$ cat config.mk
export PLATFORM = sky130hd
export DESIGN_NAME = smc_pwm_capture
export DESIGN_NICKNAME = d
export VERILOG_FILES = /design/src/rtl/smc_pwm_cap_pkg.sv /design/src/rtl/smc_pwm_cap_engine.sv /design/src/rtl/smc_pwm_capture.sv
export SDC_FILE = /design/constraint.sdc
export NUM_CORES = 1
export LEC_CHECK = 0
export ABC_AREA = 1
export CAP_MARGIN = 20
export CORE_MARGIN = 8
export CORE_UTILIZATION = 40
export DETAILED_ROUTE_END_ITERATION = 10
export PLACE_DENSITY = 0.67
export SYNTH_ARGS = -nofsm -noshare
export SYNTH_HDL_FRONTEND = slang
export SYNTH_SLANG_ARGS = --single-unit
$ cat constraint.sdc
create_clock -name clk -period 4.6 [get_ports clk]
set_input_delay 0.92 -clock clk [delete_from_list [all_inputs] [get_ports clk]]
set_output_delay 0.92 -clock clk [all_outputs]
set_load 0.01 [all_outputs]
$ cat src/rtl/smc_pwm_cap_pkg.sv
// Shared types and register map for the SMC PWM capture block.
package smc_pwm_cap_pkg;

  typedef enum logic [1:0] {
    S_IDLE,
    S_ARM,
    S_HIGH,
    S_LOW
  } cap_state_e;

  localparam int A_CTRL   = 'h00;
  localparam int A_STATUS = 'h02;
  localparam int A_HIGH   = 'h04;
  localparam int A_PERIOD = 'h06;

  localparam int C_EN     = 0;
  localparam int C_CONT   = 1;
  localparam int C_IE     = 2;
  localparam int C_SRC_LO = 3;
  localparam int C_SRC_HI = 7;
  localparam int SRC_W    = 5;

  localparam int ST_DONE  = 0;
  localparam int ST_OVF   = 1;
  localparam int ST_BUSY  = 2;

endpackage

$ cat src/rtl/smc_pwm_cap_engine.sv
// Synchronizer, edge detect, measurement FSM and saturating counters.
module smc_pwm_cap_engine #(
  parameter int CNT_W = 16
) (
  input  logic             clk,
  input  logic             rst_n,
  input  logic             din,
  input  logic             en,
  input  logic             stop,
  input  logic             cont,
  input  logic             restart,
  output logic             busy,
  output logic             cap_valid,
  output logic             cap_ovf,
  output logic             en_clr,
  output logic [CNT_W-1:0] cap_high,
  output logic [CNT_W-1:0] cap_period
);
  import smc_pwm_cap_pkg::*;

  localparam logic [CNT_W-1:0] MAX = {CNT_W{1'b1}};
  localparam logic [CNT_W-1:0] ONE = CNT_W'(1);

  cap_state_e       state_q, state_d;
  logic             s1_q, s1_d;
  logic             s2_q, s2_d;
  logic             prev_q, prev_d;
  logic [1:0]       ign_q, ign_d;
  logic [CNT_W-1:0] hcnt_q, hcnt_d;
  logic [CNT_W-1:0] pcnt_q, pcnt_d;
  logic [CNT_W-1:0] pinc, hinc;
  logic             live, rise, fall;

  always_comb begin
    s1_d       = din;
    s2_d       = s1_q;
    prev_d     = s2_q;
    ign_d      = (ign_q != 2'd0) ? ign_q - 2'd1 : 2'd0;
    live       = (ign_q == 2'd0);
    rise       = live & s2_q & ~prev_q;
    fall       = live & ~s2_q & prev_q;
    pinc       = pcnt_q + ONE;
    hinc       = hcnt_q + ONE;
    state_d    = state_q;
    hcnt_d     = hcnt_q;
    pcnt_d     = pcnt_q;
    cap_valid  = 1'b0;
    cap_ovf    = 1'b0;
    en_clr     = 1'b0;
    cap_high   = hcnt_q;
    cap_period = pcnt_q;
    if (!en || stop) begin
      state_d = S_IDLE;
      hcnt_d  = '0;
      pcnt_d  = '0;
    end else if (restart && state_q != S_IDLE) begin
      // Old source still sits in the sync chain for three edges.
      state_d = S_ARM;
      hcnt_d  = '0;
      pcnt_d  = '0;
      ign_d   = 2'd3;
    end else begin
      unique case (state_q)
        S_IDLE: begin
          state_d = S_ARM;
          hcnt_d  = '0;
          pcnt_d  = '0;
        end
        S_ARM: begin
          if (rise) begin
            state_d = S_HIGH;
            hcnt_d  = ONE;
            pcnt_d  = ONE;
          end
        end
        S_HIGH: begin
          pcnt_d = pinc;
          if (fall) state_d = S_LOW;
          else hcnt_d = hinc;
        end
        S_LOW: begin
          if (rise) begin
            cap_valid = 1'b1;
            if (cont) begin
              state_d = S_HIGH;
              hcnt_d  = ONE;
              pcnt_d  = ONE;
            end else begin
              state_d = S_IDLE;
              hcnt_d  = '0;
              pcnt_d  = '0;
              en_clr  = 1'b1;
            end
          end else begin
            pcnt_d = pinc;
          end
        end
        default: state_d = S_IDLE;
      endcase
      if ((state_q == S_HIGH || (state_q == S_LOW && !rise))
          && pinc == MAX) begin
        cap_valid  = 1'b1;
        cap_ovf    = 1'b1;
        en_clr     = 1'b1;
        cap_high   = hcnt_d;
        cap_period = MAX;
        state_d    = S_IDLE;
        hcnt_d     = '0;
        pcnt_d     = '0;
      end
    end
  end

  always_ff @(posedge clk or negedge rst_n) begin
    if (!rst_n) begin
      state_q <= S_IDLE;
      s1_q    <= 1'b0;
      s2_q    <= 1'b0;
      prev_q  <= 1'b0;
      ign_q   <= 2'd0;
      hcnt_q  <= '0;
      pcnt_q  <= '0;
    end else begin
      state_q <= state_d;
      s1_q    <= s1_d;
      s2_q    <= s2_d;
      prev_q  <= prev_d;
      ign_q   <= ign_d;
      hcnt_q  <= hcnt_d;
      pcnt_q  <= pcnt_d;
    end
  end

  assign busy = (state_q != S_IDLE);

endmodule

$ cat src/rtl/smc_pwm_capture.sv
// PWM capture: register file, bus decode, coil source mux and irq.
module smc_pwm_capture
  import smc_pwm_cap_pkg::*;
#(
  parameter int NCH    = 12,
  parameter int CNT_W  = 16,
  parameter int ADDR_W = 7,
  parameter int DATA_W = 16
) (
  input  logic              clk,
  input  logic              reset,
  input  logic              sel,
  input  logic              write,
  input  logic [ADDR_W-1:0] addr,
  input  logic [DATA_W-1:0] datain,
  output logic [DATA_W-1:0] dataout,
  input  logic [NCH-1:0]    mnm,
  input  logic [NCH-1:0]    mnp,
  output logic              irq
);

  logic             en_q, en_d;
  logic             cont_q, cont_d;
  logic             ie_q, ie_d;
  logic [SRC_W-1:0] src_q, src_d;
  logic             done_q, done_d;
  logic             ovf_q, ovf_d;
  logic [CNT_W-1:0] high_q, high_d;
  logic [CNT_W-1:0] period_q, period_d;
  logic [DATA_W-1:0] dataout_q, dataout_d;
  logic [DATA_W-1:0] rdata;
  logic [SRC_W-1:0] wsrc;
  logic             wr, rd, wr_ctrl, wr_stat;
  logic             rd_ctrl, rd_stat, rd_high, rd_period;
  logic             src_bit, stop, restart;
  logic             busy, cap_valid, cap_ovf, en_clr;
  logic [CNT_W-1:0] cap_high, cap_period;
  logic             unused_bits;

  assign wr        = sel & write;
  assign rd        = sel & ~write;
  assign wr_ctrl   = wr && addr == ADDR_W'(A_CTRL);
  assign wr_stat   = wr && addr == ADDR_W'(A_STATUS);
  assign rd_ctrl   = addr == ADDR_W'(A_CTRL);
  assign rd_stat   = addr == ADDR_W'(A_STATUS);
  assign rd_high   = addr == ADDR_W'(A_HIGH);
  assign rd_period = addr == ADDR_W'(A_PERIOD);
  assign wsrc      = datain[C_SRC_HI:C_SRC_LO];
  assign stop      = wr_ctrl & ~datain[C_EN];
  assign restart   = wr_ctrl & datain[C_EN] & (wsrc != src_q);
  assign unused_bits = ^datain[DATA_W-1:C_SRC_HI+1];

  always_comb begin
    src_bit = 1'b0;
    for (int i = 0; i < NCH; i++) begin
      if (src_q == SRC_W'(i)) src_bit = mnm[i];
      if (src_q == SRC_W'(i + NCH)) src_bit = mnp[i];
    end
  end

  smc_pwm_cap_engine #(
    .CNT_W(CNT_W)
  ) u_engine (
    .clk       (clk),
    .rst_n     (reset),
    .din       (src_bit),
    .en        (en_q),
    .stop      (stop),
    .cont      (cont_q),
    .restart   (restart),
    .busy      (busy),
    .cap_valid (cap_valid),
    .cap_ovf   (cap_ovf),
    .en_clr    (en_clr),
    .cap_high  (cap_high),
    .cap_period(cap_period)
  );

  always_comb begin
    en_d     = en_q;
    cont_d   = cont_q;
    ie_d     = ie_q;
    src_d    = src_q;
    high_d   = high_q;
    period_d = period_q;
    if (wr_ctrl) begin
      en_d   = datain[C_EN];
      cont_d = datain[C_CONT];
      ie_d   = datain[C_IE];
      src_d  = wsrc;
    end
    if (en_clr) en_d = 1'b0;
    // A capture landing with a w1c wins.
    done_d = done_q & ~(wr_stat & datain[ST_DONE]);
    ovf_d  = ovf_q & ~(wr_stat & datain[ST_OVF]);
    if (cap_valid) begin
      done_d   = 1'b1;
      high_d   = cap_high;
      period_d = cap_period;
    end
    if (cap_ovf) ovf_d = 1'b1;
  end

  always_comb begin
    rdata = '0;
    unique case (1'b1)
      rd_ctrl:   rdata[7:0] = {src_q, ie_q, cont_q, en_q};
      rd_stat:   rdata[2:0] = {busy, ovf_q, done_q};
      rd_high:   rdata = DATA_W'(high_q);
      rd_period: rdata = DATA_W'(period_q);
      default:   rdata = '0;
    endcase
    dataout_d = rd ? rdata : dataout_q;
  end

  always_ff @(posedge clk or negedge reset) begin
    if (!reset) begin
      en_q      <= 1'b0;
      cont_q    <= 1'b0;
      ie_q      <= 1'b0;
      src_q     <= '0;
      done_q    <= 1'b0;
      ovf_q     <= 1'b0;
      high_q    <= '0;
      period_q  <= '0;
      dataout_q <= '0;
    end else begin
      en_q      <= en_d;
      cont_q    <= cont_d;
      ie_q      <= ie_d;
      src_q     <= src_d;
      done_q    <= done_d;
      ovf_q     <= ovf_d;
      high_q    <= high_d;
      period_q  <= period_d;
      dataout_q <= dataout_d;
    end
  end

  assign dataout = dataout_q;
  assign irq     = done_q & ie_q;

endmodule

## After elaboration in Yosys (flattened, before gate mapping)

Index checks and enable logic that the tools add are counted.

- Equal/unequal tests: 34
- Bitwise gates (word level): 20
- Shift operators: 0
- Muxes and demuxes: 76
- Order comparisons: 0
- Div/mod/pow operators: 0
- $add $sub $neg: 3
- $mul: 0
- Reductions and logical operators: 17

Operators by type and width:

| kind | count |
|---|---|
| 16-bit two-way mux | 17 |
| 16-bit one-hot mux with 4 select lines | 2 |
| 1-bit two-way mux | 43 |
| 5-bit by 4-bit == test with 1-bit output, second input constant | 8 |
| 5-bit == test, second input constant | 8 |
| 16-bit by 1-bit adder with 16-bit output, second input constant | 2 |
| 5-bit by 3-bit == test with 1-bit output, second input constant | 4 |
| 2-bit two-way mux | 10 |
| 16-bit == test, second input constant | 1 |
| 8-bit one-hot mux with 2 select lines | 1 |
| 5-bit one-hot mux with 3 select lines | 1 |
| 1-bit AND | 14 |
| 7-bit by 3-bit == test with 1-bit output, second input constant | 2 |
| 3-bit one-hot mux with 4 select lines | 1 |
| 5-bit by 2-bit == test with 1-bit output, second input constant | 2 |
| 5-bit by 2-bit != test with 1-bit output, second input constant | 2 |
| 2-bit one-hot mux with 4 select lines | 1 |
| 7-bit by 2-bit == test with 1-bit output, second input constant | 1 |
| 7-bit zero test | 1 |
| 1-bit inverter | 6 |
| 2-bit nonzero test | 3 |
| 5-bit by 1-bit == test with 1-bit output, second input constant | 1 |
| 1-bit logical AND | 5 |
| 5-bit zero test | 1 |
| other kinds (9) | 13 |

- Latch bits: 0
- ROM bits: 0
- Memories kept: 0
- Bits in writable memories: 0
- Flip-flop bits (word level): 97
- Output and inout port bits: 17
- Bits of input ports: 51
- Word-level logic and storage cells: 166

## Longest topological paths before layout

Gate-level depths: netlist of the first run.

- Depth in word-level cells: 25
- Gate-level depth with buffers: 18
- Mapped depth without buffers: 17

## Hierarchy

Synthesis of the first run repeated with hierarchy kept, for this count alone.

- Cells, all modules: 798
- Area, all modules: 5667.9 um2

Modules (own cells, without submodules):

| module | sequential area each (um2) | cells an instance | instances | area an instance (um2) |
|---|---|---|---|---|
| smc_pwm_capture | 1451.4 | 378 | 1 | 2897.8 |
| smc_pwm_cap_engine | 975.9 | 420 | 1 | 2770.2 |

## Worst setup path after synthesis of the first run

Ideal clock, no wire load.

- Kind: input -> register
- Start point: input addr[6]
- End point: register period_q[14]
- Library setup time: 0.074 ns
- Arrival: 2.620 ns
- Required time: 4.526 ns
- Path buffers: 2
- Path slack: 1.906 ns
- Stages on the path: 15
- Cells stage by stage: nor3_2 -> inv_1 -> nor4_4 -> nand2_4 -> nor2_2 -> nand3_2 -> nand2_2 -> nor3_1 -> clkinv_2 -> nand2_2 -> inv_2 -> buf_6 -> buf_6 -> nand2_1 -> o21ai_2

- Longest elaborated chain between the ends: 7
- Elaborated cells on any way between the ends: 11
- Classes of those cells: mux: 4; bitwise: 3; reduce/logical: 4

Ends and longest elaborated chain:

| element | line | source |
|---|---|---|
| start: declaration | smc_pwm_capture.sv:14 | `input logic [ADDR_W-1:0] addr,` |
| 7-bit zero test * | smc_pwm_capture.sv:42 | `assign wr_ctrl = wr && addr == ADDR_W'(A_CTRL);` |
| 1-bit logical AND * | smc_pwm_capture.sv:42 |  |
| 1-bit AND (2 in a row) | smc_pwm_capture.sv:50 | `assign restart = wr_ctrl & datain[C_EN] & (wsrc != src_q);` |
| 1-bit logical AND | smc_pwm_cap_engine.sv:56 | `end else if (restart && state_q != S_IDLE) begin` |
| 16-bit two-way mux / 1-bit two-way mux (equally long branches) | smc_pwm_cap_engine.sv:56 |  |
| 16-bit two-way mux / 1-bit two-way mux (equally long branches) | smc_pwm_cap_engine.sv:52 | `if (!en \|\| stop) begin` |
| end signal: assignment | smc_pwm_capture.sv:135 | `period_q <= period_d;` |
| end: declaration | smc_pwm_capture.sv:29 | `logic [CNT_W-1:0] period_q, period_d;` |

Every way passes the cells marked *; elsewhere a longest branch is shown, timed or not.
A chain may end at the register's enable or synchronous reset.

## Worst setup path after layout of the first run

Ends and elaborated chain as after synthesis.

==> results of run 1 <==
[area by class of cell]
cell class,instances,area share
multi-input combinational,485,0.380
tap,176,0.0339
timing repair buffer,68,0.103
inverter,108,0.0626
sequential,97,0.374
clock buffer,9,0.0347
clock inverter,7,0.0114
[stage by stage]
stage	total power [mW]	util	setup slack (ps)
2_1_floorplan	1.28	-	1910
3_3_place_gp	1.46	0.465	758
3_5_place_dp	1.47	0.466	672
4_1_cts	2.22	0.489	1040
5_1_grt	2.32	0.489	766
6_report	2.20	0.489	1070
[flip-flops by register name (all words and copies together), names as in the netlist]
signal / cells
ovf_q: 1
u_engine.prev_d: 1
u_engine.ign_q: 2
u_engine.hcnt_q: 16
u_engine.pcnt_q: 16
u_engine.state_q: 2
src_q: 5
done_q: 1
u_engine.s1_q: 1
cont_q: 1
ie_q: 1
period_q: 16
high_q: 16
dataout: 16
en_q: 1
u_engine.prev_q: 1
[how the worst max path moves through the flow]
stage,end,cells after the start
after floorplan,period_q[14],15
after global placement,period_q[9],15
after detailed placement,period_q[14],15
after CTS,period_q[9],15
after global routing,period_q[14],15
final,period_q[14],15
[logic make-up after synthesis]
kind of cell             synth area share
XOR/XNOR                           0.0225
adder cells (fa/ha/maj)           0.00689
AND/OR/NAND/NOR                     0.285
buffers and inverters               0.100
AO/OA/AOI/OAI                       0.139
flip-flops                          0.446
[layout by cell type, fill, tap and decap left out, types with 8 or more instances in the layout]
master           count
a31oi_1              9
buf_4                8
clkbuf_16            9
clkdlybuf4s50_1     58
dfrtp_1             97
inv_1              101
nand2_1            178
nand3_1             37
nand4_1             21
nor2_1              70
nor3_1              10
o211ai_1            10
o21ai_0             59
o21ai_2             10
xor2_1              14
[where the power goes]
group,switching [mW],total (mW),internal (mW)
Combinational,0.313,0.468,0.155
Sequential,0.0673,0.987,0.920
Clock,0.365,0.749,0.384
Total,0.745,2.20,1.46
[layer usage]
metal | wire [um] | global-route usage | vias up
li1 | - | - | 2451
met1 | 7160 | 0.232 | 2319
met2 | 7230 | 0.298 | 167
met3 | 869 | 0.0326 | 11
met4 | 172 | 0.0562 | 0
met5 | 0 | 0 | -
==> flow_metrics.tcl, run 1 <==
set metrics [dict create \
    setup_viol 0 \
    diodes 0 \
    crit_family "simple AND/OR/NAND/NOR gates" \
    cpPeakStageDelay_ps 410 \
    grt_max_degree 66 \
    multi_input_area_mm2 0.00247 \
    fin_cells 950 \
    dpl.cell_count 934 \
    seq_area_frac_synth 0.446 \
    synth.area.top_cells "dfrtp_1 45%, nand2_1 12%, inv_1 7.0%" \
    post_cts_buffers 0 \
    crit_buf_inv 5 \
    grt_first_pass_wirelength_um 25600 \
    gp_congestion 0.882 \
    drv_slew 0 \
    post-route-period-util 0.768 \
    crit_start "addr[6]" \
    critPathKind "input pin to register" \
    netlist.area_leader.share 0.446 \
    slew_headroom 0.313 \
    fillers 1289 \
    cp_common_cell "nand2_2" \
    setup_tns_ps 0 \
    synth_top_area_cell "dfrtp_1" \
    cap_violations 0 \
    fin_skew_ps 11.1 \
    irDropWorstVdd_mv 0.169 \
    yosys_warnings 0 \
    wl_per_cell_um 16.2 \
    io_buffers 59 \
    antenna_found_initial 0 \
    async_flop_share 1.00 \
    synth_edf_count 0 \
    placement.cell_area_mm2 0.00620 \
    worst_slew_pin_slew_ps 1030 \
    rsz0062_at_grt "no" \
    vias 4948 \
    hold_viol 0 \
    gr-total-overflow 0 \
    timing.hold.ws_ps 368 \
    crit_required_ps 4880 \
    ys_ff_latch 97 \
    num_rows 42 \
    syn_area_per_cell_um2 7.61 \
    hold_path.class "register to register" \
    clk_path_buf_depth 2 \
    cp_max_fo 24 \
    final_area_mm2 0.00650 \
    pwr_density_cell_mw_per_mm2 339 \
    synth_common_cells "178 x nand2_1, 101 x inv_1, 97 x dfrtp_1" \
    pin_count 68 \
    track_usage 0.179 \
    syn_nets 770 \
    insertion_delay_ps 350 \
    final_antenna_net_count 0 \
    seq_area_mm2 0.00243 \
    endpoint_kind "register" \
    max_freq_ghz 0.283 \
    clk_pin_slew_worst_paths_ps 80 \
    drt_iter0_markers 525 \
    startpoint_type "input pin" \
    layout.nets 823 \
    fin_crit_ps 3530 \
    cts_resized 0 \
    worstReg2RegStart "u_engine.pcnt_q[1]" \
    area_delta_synth_final_pct 19.3 \
    syn_area_mm2 0.00545 \
    yosys.cell_types.count 46 \
    grt_pass1_vias 4935 \
    holdPathStages 0 \
    drtPass1Iterations 5 \
    crit_chain "clkdlybuf4s50_1 > nor3_2 > inv_1 > nor4_4 > nand2_4 > nor2_2 > nand3_2 > nand2_2 > inv_1 > nand2_2 > nand2_2 > inv_2 > buf_12 > nand2_1 > o21ai_2" \
    crit_slowest_cell "clkdlybuf4s50_1" \
    die_y_um 133 \
    coreArea_mm2 0.0133 \
    r2r_setup_slack_ps 1690 \
    synth_flop_cell "dfrtp_1" \
    drive_gt1_frac 0.0788 \
    cts_hold_buffers 0 \
    dieWidth_um 133 \
    p_leak_nw 2.91 \
    routed_wl_um 15400 \
    cts_tree "done" \
    root_buffer "clkbuf_16" \
    start_util 0.410 \
    vias_per_cell 5.21 \
    yosysMostFrequentCell "nand2_1" \
    hold_path.startpoint "u_engine.s1_q" \
    cts-buffers-inserted 9 \
    dp_hpwl_um 11600 \
    whs_endpoint "u_engine.prev_d" \
    ff2ff_path_depth 15 \
    timing.rr.end "period_q[14]" \
    arrival_ps 3820 \
    status "completed" \
    die-area_mm2 0.0176 \
    drt_drc_violations_left 0 \
    netlist_instances 716 \
    h-tree-depth 3 \
    cts.sinks 97 \
]
No activity file was read; power rests on OpenSTA's default activity.
==> inputs of run 2 (changes only) <==
- clock period: 4.6 -> 3.6 ns (I/O delays scaled with it)
==> run 2 against run 1 <==
Net effect: combinational power is 31% higher; count of clock-buffer cells in the layout is 2 higher; routed wire length is 0.14% higher; worst hold slack worse by 1.3 ps; sequential share of layout area is 0.072 points lower; die area stayed put; critical path type unchanged; final area is 0.19% higher; register-to-register slack worse by 820 ps; non-clock buffer count is 2 higher.
==> flow_metrics.tcl, run 2 (synthesized netlist as in run 1, its figures left out) <==
set metrics [dict create \
    r2r_setup_slack_ps 870 \
    start_util 0.410 \
    wl_per_cell_um 16.2 \
    routed_wl_um 15400 \
    die-area_mm2 0.0176 \
    placement.cell_area_mm2 0.00622 \
    crit_buf_inv 5 \
    pre_cts_ws_ps 139 \
    startpoint_type "input pin" \
    pwr_density_cell_mw_per_mm2 433 \
    fin_crit_ps 3110 \
    crit_required_ps 3830 \
    grt_max_degree 54 \
    root_buffer "clkbuf_16" \
    track_usage 0.179 \
    cp_common_cell "inv_1" \
    cap_violations 0 \
    rsz0062_at_grt "no" \
    gr-total-overflow 0 \
    clk_pin_slew_worst_paths_ps 70 \
    endpoint_kind "register" \
    crit_family "simple AND/OR/NAND/NOR gates" \
    antenna_found_initial 0 \
    critPathKind "input pin to register" \
    irDropWorstVdd_mv 0.256 \
    p_leak_nw 2.93 \
    layout_common_cells "178 x nand2_1, 101 x inv_1, 97 x dfrtp_1" \
    worst_slew_pin_slew_ps 804 \
    drv_slew 0 \
    layout.nets 825 \
    seq_area_mm2 0.00243 \
    clk_path_buf_depth 2 \
    pin_count 68 \
    cp_max_fo 16 \
    coreArea_mm2 0.0133 \
    setup_tns_ps 0 \
    vias_per_cell 5.31 \
    cts_resized 0 \
    multi_input_area_mm2 0.00247 \
    drtPass1Iterations 5 \
    io_buffers 59 \
    area_delta_synth_final_pct 19.5 \
    final_antenna_net_count 0 \
    power_mw 2.82 \
    fillers 1294 \
    crit_cells 13 \
    hold_viol 0 \
    max_freq_ghz 0.322 \
    crit_chain "clkdlybuf4s50_1 > nor3_2 > inv_1 > nor4_4 > nand2_4 > o21ai_2 > inv_1 > nand2_2 > inv_1 > nand2_2 > clkinv_1 > o211ai_1 > nand2_1" \
    fin_skew_ps 9.39 \
    drive_gt1_frac 0.0799 \
    drt_drc_violations_left 0 \
    dp_hpwl_um 11500 \
    cts_tree "done" \
    crit_slowest_cell "clkdlybuf4s50_1" \
    setup_slack_ps 491 \
    fin_cells 952 \
    arrival_ps 3340 \
    h-tree-depth 3 \
    cts.sinks 97 \
    grt_pass1_vias 4990 \
    slew_headroom 0.459 \
    hold_path.class "input pin to async pin" \
    cpPeakStageDelay_ps 420 \
    final_common_cell "nand2_1" \
    status "completed" \
    vias 5053 \
    post-route-period-util 0.864 \
    cts_hold_buffers 0 \
    cts-buffers-inserted 9 \
    ff2ff_path_depth 13 \
    gp_congestion 0.898 \
    grt_first_pass_wirelength_um 25700 \
    dieWidth_um 133 \
    final_util 0.490 \
    timing.hold.ws_ps 366 \
    final_area_mm2 0.00651 \
    insertion_delay_ps 350 \
    dpl.cell_count 936 \
    num_rows 42 \
    drt_iter0_markers 311 \
    post_cts_buffers 0 \
    diodes 0 \
    setup_viol 0 \
    die_y_um 133 \
]
run 2: worst paths after layout:
kind,startpoint,end
hold / removal,reset,period_q[13]
setup reg to reg,src_q[1],high_q[11]
max in group asynchronous,reset,u_engine.ign_q[0]
setup / recovery,addr[6],high_q[4]
hold reg to reg,u_engine.s1_q,u_engine.prev_d
min in group clk,u_engine.s1_q,u_engine.prev_d
run 2: per-layer routing:
| layer | track usage | vias up | share of wire |
|---|---|---|---|
| met5 | 0 | - | 0 |
| met4 | 0.0707 | 0 | 0.023 |
| met1 | 0.227 | 2419 | 0.45 |
| met2 | 0.295 | 162 | 0.48 |
| met3 | 0.0329 | 26 | 0.055 |
| li1 | - | 2446 | - |
run 2: area by class of cell:
| type | count | share of cell area |
|---|---|---|
| clock buffer | 11 | 0.0373 |
| timing repair buffer | 70 | 0.107 |
| multi-input combinational | 485 | 0.380 |
| clock inverter | 5 | 0.00692 |
| inverter | 108 | 0.0625 |
| sequential | 97 | 0.373 |
| tap | 176 | 0.0338 |
run 2: report_power, final:
group	total, mW	internal (mW)	switching, mW
Combinational	0.614	0.206	0.408
Sequential	1.26	1.18	0.0859
Clock	0.941	0.500	0.441
Total	2.82	1.88	0.935
